===== src/rtl/wb_arbiter.sv =====
// -----------------------------------------------------------------------------
// wb_arbiter
//
// Writeback arbiter that owns the single write port of the 32x32 register set.
// Two result sources are merged:
//   - ALU pipeline : one result per cycle, never stalls, always wins.
//   - MDU          : ready/valid source; results that cannot be written at once
//                    wait in a small FIFO until a write slot is free.
//
// Handshake (MDU side): a result moves from the MDU into the arbiter on a
// rising CLK edge where mdu_valid && mdu_ready. mdu_ready depends only on the
// registered FIFO count, never on mdu_valid. While mdu_valid is high and
// mdu_ready is low the MDU holds rd/data stable.
//
// Ports:
//   CLK          in   clock, all state updates on the rising edge
//   RES          in   asynchronous active-high reset
//   alu_valid    in   ALU result present this cycle
//   alu_rd       in   [4:0]  ALU destination register
//   alu_data     in   [31:0] ALU result
//   mdu_valid    in   MDU result offered
//   mdu_rd       in   [4:0]  MDU destination register
//   mdu_data     in   [31:0] MDU result
//   mdu_ready    out  arbiter can accept an MDU result this cycle
//   D            out  [31:0] register-set write data (registered)
//   A_D          out  [4:0]  register-set write address (registered)
//   write_enable out  register-set write strobe (registered)
//   pend_mask    out  [31:0] bit i set while a buffered MDU result targets r<i>
// -----------------------------------------------------------------------------
module wb_arbiter #(
    parameter int DEPTH = 2
) (
    input  logic        CLK,
    input  logic        RES,
    input  logic        alu_valid,
    input  logic [4:0]  alu_rd,
    input  logic [31:0] alu_data,
    input  logic        mdu_valid,
    input  logic [4:0]  mdu_rd,
    input  logic [31:0] mdu_data,
    output logic        mdu_ready,
    output logic [31:0] D,
    output logic [4:0]  A_D,
    output logic        write_enable,
    output logic [31:0] pend_mask
);

    localparam int PW = (DEPTH > 1) ? $clog2(DEPTH) : 1;
    localparam int CW = $clog2(DEPTH + 1);

    // Circular buffer: valid entries live at slots rd_ptr .. rd_ptr+count-1
    // (modulo DEPTH); the write pointer is rd_ptr+count.
    logic [4:0]    ent_rd   [DEPTH];
    logic [31:0]   ent_data [DEPTH];
    logic [PW-1:0] rd_ptr;
    logic [CW-1:0] count;

    logic [4:0]    nxt_rd   [DEPTH];
    logic [31:0]   nxt_data [DEPTH];
    logic [PW-1:0] nxt_rd_ptr;
    logic [CW-1:0] nxt_count;
    logic [31:0]   nxt_mask;

    logic        alu_wr;
    logic        mdu_xfer;
    logic        fifo_pop;
    logic        bypass;
    logic        push;
    logic        wr_en_nxt;
    logic [4:0]  wr_addr_nxt;
    logic [31:0] wr_data_nxt;

    function automatic logic [PW-1:0] wrap(input int v);
        return PW'(v % DEPTH);
    endfunction

    assign mdu_ready = (count < CW'(DEPTH));

    // Source selection. Results for x0 are dropped up front: an ALU rd=0
    // behaves as an idle ALU, an MDU rd=0 still handshakes but goes nowhere.
    always_comb begin
        alu_wr   = alu_valid && (alu_rd != 5'd0);
        mdu_xfer = mdu_valid && mdu_ready;
        fifo_pop = !alu_wr && (count != '0);
        bypass   = !alu_wr && (count == '0) && mdu_xfer && (mdu_rd != 5'd0);
        // A same-cycle ALU write to the same register makes the MDU result stale.
        push     = mdu_xfer && (mdu_rd != 5'd0) && !bypass &&
                   !(alu_wr && (alu_rd == mdu_rd));

        wr_en_nxt   = alu_wr || fifo_pop || bypass;
        wr_addr_nxt = mdu_rd;
        wr_data_nxt = mdu_data;
        if (alu_wr) begin
            wr_addr_nxt = alu_rd;
            wr_data_nxt = alu_data;
        end else if (fifo_pop) begin
            wr_addr_nxt = ent_rd[rd_ptr];
            wr_data_nxt = ent_data[rd_ptr];
        end
    end

    // Next FIFO contents. Surviving entries are compacted in order starting at
    // the new read pointer: the head is skipped when popped, and entries
    // superseded by this cycle's ALU write are squeezed out. Pop and supersede
    // never happen in the same cycle because popping requires an idle ALU.
    always_comb begin : compact_p
        int            j;
        logic [PW-1:0] src;
        logic [PW-1:0] dst;
        logic          keep;

        nxt_rd     = ent_rd;
        nxt_data   = ent_data;
        nxt_mask   = '0;
        nxt_rd_ptr = fifo_pop ? wrap(int'(rd_ptr) + 1) : rd_ptr;
        j          = 0;
        src        = '0;
        dst        = '0;
        keep       = 1'b0;

        for (int k = 0; k < DEPTH; k++) begin
            src  = wrap(int'(rd_ptr) + k);
            keep = (k < int'(count)) &&
                   !(fifo_pop && (k == 0)) &&
                   !(alu_wr && (ent_rd[src] == alu_rd));
            if (keep) begin
                dst                  = wrap(int'(nxt_rd_ptr) + j);
                nxt_rd[dst]          = ent_rd[src];
                nxt_data[dst]        = ent_data[src];
                nxt_mask[ent_rd[src]] = 1'b1;
                j                    = j + 1;
            end
        end

        // mdu_ready guarantees a free slot whenever push is set.
        if (push) begin
            dst              = wrap(int'(nxt_rd_ptr) + j);
            nxt_rd[dst]      = mdu_rd;
            nxt_data[dst]    = mdu_data;
            nxt_mask[mdu_rd] = 1'b1;
            j                = j + 1;
        end

        nxt_count = CW'(j);
    end

    always_ff @(posedge CLK or posedge RES) begin
        if (RES) begin
            rd_ptr       <= '0;
            count        <= '0;
            pend_mask    <= '0;
            write_enable <= 1'b0;
            A_D          <= '0;
            D            <= '0;
        end else begin
            rd_ptr       <= nxt_rd_ptr;
            count        <= nxt_count;
            pend_mask    <= nxt_mask;
            write_enable <= wr_en_nxt;
            // Address/data hold their last value on idle cycles.
            if (wr_en_nxt) begin
                A_D <= wr_addr_nxt;
                D   <= wr_data_nxt;
            end
        end
    end

    // Payload storage needs no reset: only slots counted by count are ever read.
    always_ff @(posedge CLK) begin
        ent_rd   <= nxt_rd;
        ent_data <= nxt_data;
    end

endmodule


===== config.mk =====
export PLATFORM = sky130hd
export DESIGN_NAME = wb_arbiter
export DESIGN_NICKNAME = d
export VERILOG_FILES = /design/src/rtl/wb_arbiter.sv
export SDC_FILE = /design/constraint.sdc
export NUM_CORES = 1
export LEC_CHECK = 0
export ABC_CLOCK_PERIOD_IN_PS = 4300
export CORE_MARGIN = 2
export CORE_UTILIZATION = 35
export DETAILED_ROUTE_END_ITERATION = 10
export MAX_ROUTING_LAYER = met4
export PLACE_DENSITY_LB_ADDON = 0.05
export SETUP_SLACK_MARGIN = 0.3
export SLEW_MARGIN = 10
export SYNTH_ARGS = -nofsm -noshare
export SYNTH_HDL_FRONTEND = slang
export SYNTH_SLANG_ARGS = --single-unit

===== constraint.sdc =====
create_clock -name CLK -period 4.3 [get_ports CLK]
set_clock_uncertainty 0.15 [all_clocks]
set_input_delay 0.645 -clock CLK [delete_from_list [all_inputs] [get_ports CLK]]
set_output_delay 0.645 -clock CLK [all_outputs]
set_load 0.01 [all_outputs]

==> impl_summary.md <==
Synth
The fraction of the yosys area taken by sequential cells is 0.393. The average instance in the mapped netlist occupies 8.79 µm². The parity-gate share of the synthesized area counting xor and xnor cells is 0.0230. The number of nets in the synthesized netlist is about 1,000.

The complex-gate fraction of the synthesized area is 0.341. The total of warnings raised by yosys is 0. The top flip-flop cell by instance count after synthesis is dfxtp_1. Of the total synthesized cell area, the portion taken by full adders, half adders and majority gates is 0.00297.

The number of synthesized register bits is between 100 and 150. The share of synthesized registers carrying an async set or reset is 0.497. The count of different cell masters after synthesis is 54. Sorting the synthesized cells by how often they occur yields 86 x nor2_1, 83 x o21ai_0, 74 x dfxtp_1. nor2_1 is the most common cell in the netlist. In this run, synthesis inferred 0 flip-flops with an integrated enable. The cell area after technology mapping is roughly 8400 µm².

The synthesized instance count is roughly 960. The multiplexer fraction of the synthesized cell area is 0.0511. Sorting the synthesized cells by area gives the leading types as dfrtp_1 22%, dfxtp_1 18%, o32a_1 8.6%, a2bb2oi_1 7.4%, o21ai_0 4.9%. By area, the combinational part of the netlist is dominated by compound AO/OA/AOI/OAI gates. The post-synthesis share of cell area spent on and, or, nand and nor gates is 0.103. The share of Yosys cell area claimed by the top area cell type is 0.217.

dfrtp_1 takes more of the synthesized area than any other cell.

Place
The number of buffer cells added on primary ports is between 100 and 150. At the placement stage, the worst setup path has a slack of 0.271 ns. The half-perimeter wire length after detailed placement is around 18,000 µm. The global placer's final weighted congestion is about 0.87.

Clocking
The CTS root buffer is clkbuf_16. The clock latency on the worst-skew pair is roughly 0.42 ns. The H-tree was split into 4 levels. The maximum buffer depth of the clock tree is 2. Post-CTS timing repair inserted 0 buffers for setup. The clock tree from TritonCTS is built.

The clock edge transition at the registers on the reported setup and hold paths is ~0.060 ns. The number of resized instances in the post-cts repair step is 0. The number of buffers created by CTS is 17. Clock tree synthesis found a total of approximately 150 sinks. The number of hold buffers added after cts is 0.

STA
Setup repair after global routing left no endpoint under its margin. The post-route fraction of the period consumed by the critical path is 0.856. Timing would allow up to about 270 MHz.

The final worst slack is 0.619 ns. The minimum clock period after layout is around 3.7 ns. The final max-slew violation count is 0. At the pin with the least slew margin, the transition time is between 0.8 and 0.9 ns. The setup TNS is 0 ns. The setup violation total in the final timing report is 0.

The count of endpoints failing hold in the final timing report is 0. Headroom to the max-slew limit came out at 0.451.

Flow run
The number of maximum-capacitance violations is 0.

Critical path
By startpoint and endpoint, the worst setup path is classified as reg2reg. The worst-path maximum fanout is 37. The nature of the critical path endpoint is a flip-flop. At the worst endpoint, the required time is roughly 4.5 ns. At the worst endpoint, the arrival time is roughly 3.8 ns. STA classifies the critical path startpoint as a flip-flop.

Global routing
The number of global-route vias before repair came to about 7,500. The number of antenna violations at the first check in global routing came to 0. The pin count of the biggest net entering global routing is just over 60. The total overflow reported by the global router is 0. The first global-routing pass estimated roughly 43,000 µm of wire. The total track usage is 0.215.

Drt
The count of nets left with antenna violations once routing finished came out at 0. For this run, design rule violations remaining after detail routing come to 0. The aggregate routed wire length is 26,900 µm.

The number of search-and-repair iterations in the first detailed-routing pass is 5. The final routed wire length divided by cell count is 19.1 µm. The total number of vias is a little under 8,000. The detailed router finished its first iteration with ~580 violations.

The via density per instance is between 5 and 6.

Pwr
The overall power is 8.71 mW. The power density over the cells is ~800 nW/µm². The leakage power total is about 4.4 nW.

The largest vdd supply drop is 0.443 mV.

Floorplan
The core footprint is around 24,000 µm². The die is 159 µm wide. The initial utilization of the core area, before any placement, comes to 0.358. The die covers 25,300 µm². The number of placement rows is 56. Measured along the y axis, the die boundary spans roughly 160 µm. The count of pins on the block boundary is around 150.

Hold path
The min-delay analysis places its worst path in the category reg2reg.

Final layout
The antenna cell count is 0. Compared with the post-synthesis result, the final layout area differs by 29.3%. Summing all flip-flop and latch instances after layout gives between 3000 and 4000 µm². In the final layout, the share of cells above drive strength 1 is 0.0876. The filler cell count in the final layout is 2,298. The post-layout net count is about 1,200. The area occupied by multi-input gates is 4410 µm².

Run status
The run finished with clean final reports.
sequential cells by signal (all words and copies together), names as in the netlist:
signal,flops
write_enable,1
rd_ptr,1
pend_mask,32
ent_rd,10
A_D,5
ent_data,64
D,32
count,2
path summary, 6_finish.rpt:
check                             startpoint            to  slack [ns]  depth (start not counted)
worst max register to register        rd_ptr  ent_data[54]        0.62                          9
worst min register to register  ent_data[11]  ent_data[11]        0.34                          2
max in group asynchronous                RES        rd_ptr        2.54                          3
min in group asynchronous                RES         D[29]        0.42                          2
worst max-delay path                  rd_ptr  ent_data[54]        0.62                          9
worst min-delay path            ent_data[11]  ent_data[11]        0.34                          2
critical path, cell delays in order (launching register included):
cell and delay (ns):
dfrtp_4 0.63, mux2i_1 0.46, xor2_1 0.13, and2_1 0.30, a211oi_1 0.42, ha_1 0.36
xnor3_2 0.34, buf_4 0.44, o32a_1 0.25, a2bb2oi_1 0.07
placed cells by master (no fill, tap or decap), types with 12 or more instances in the layout:
| cell type | netlist | routed |
|---|---|---|
| clkdlybuf4s50_1 | 0 | 148 |
| mux2i_1 | 36 | 36 |
| nor2_1 | 86 | 86 |
| a21oi_1 | 72 | 72 |
| a2bb2oi_1 | 71 | 71 |
| dfxtp_1 | 74 | 74 |
| o21ai_0 | 83 | 83 |
| inv_1 | 72 | 71 |
| dfrtp_1 | 73 | 72 |
| o32a_1 | 72 | 72 |
| nand3_1 | 17 | 16 |
| buf_4 | 3 | 35 |
| a211oi_1 | 38 | 38 |
| clkbuf_16 | 0 | 17 |
| o221ai_1 | 22 | 22 |
| xnor2_1 | 12 | 12 |
| nand2_1 | 46 | 44 |
final cells by class:
type                    count  share of cell area
clock inverters            12              0.0124
inverters                  74              0.0259
clock buffers              20              0.0401
flip-flops and latches    147               0.304
repair buffers            191               0.175
well taps                 319              0.0367
multi-input cells         641               0.406
per-stage QoR:
step	cells	hold WS, ns	util	instance area (µm²)
global placement	1372	0.330	0.438	10300
detailed placement	1372	0.330	0.438	10300
finish	1404	0.337	0.462	10900
floorplan	958	0.311	-	8420
CTS	1404	0.340	0.462	10900
global route	1404	0.361	0.462	10900
metal layers:
metal  GRT usage  up-vias  routed length (µm)
met3      0.0383       34                1760
li1            -     3814                   -
met2       0.316      279               11600
met4      0.0612        0                 380
met5           -        -                   0
met1       0.304     3779               13200
logic make-up after synthesis:
| family | Yosys count |
|---|---|
| adder cells (fa/ha/maj) | 2 |
| flip-flops | 147 |
| AO/OA/AOI/OAI | 388 |
| multiplexers | 40 |
| AND/OR/NAND/NOR | 192 |
| XOR/XNOR | 19 |
| buffers and inverters | 170 |
report_power, final:
group / switching (mW) / internal (mW) / leakage (nW)
clock network: 0.621 / 0.857 / 0.267
registers: 0.436 / 1.97 / 1.55
logic: 2.67 / 2.15 / 2.61
total: 3.73 / 4.98 / 4.43
No activity file was read; power rests on OpenSTA's default activity.
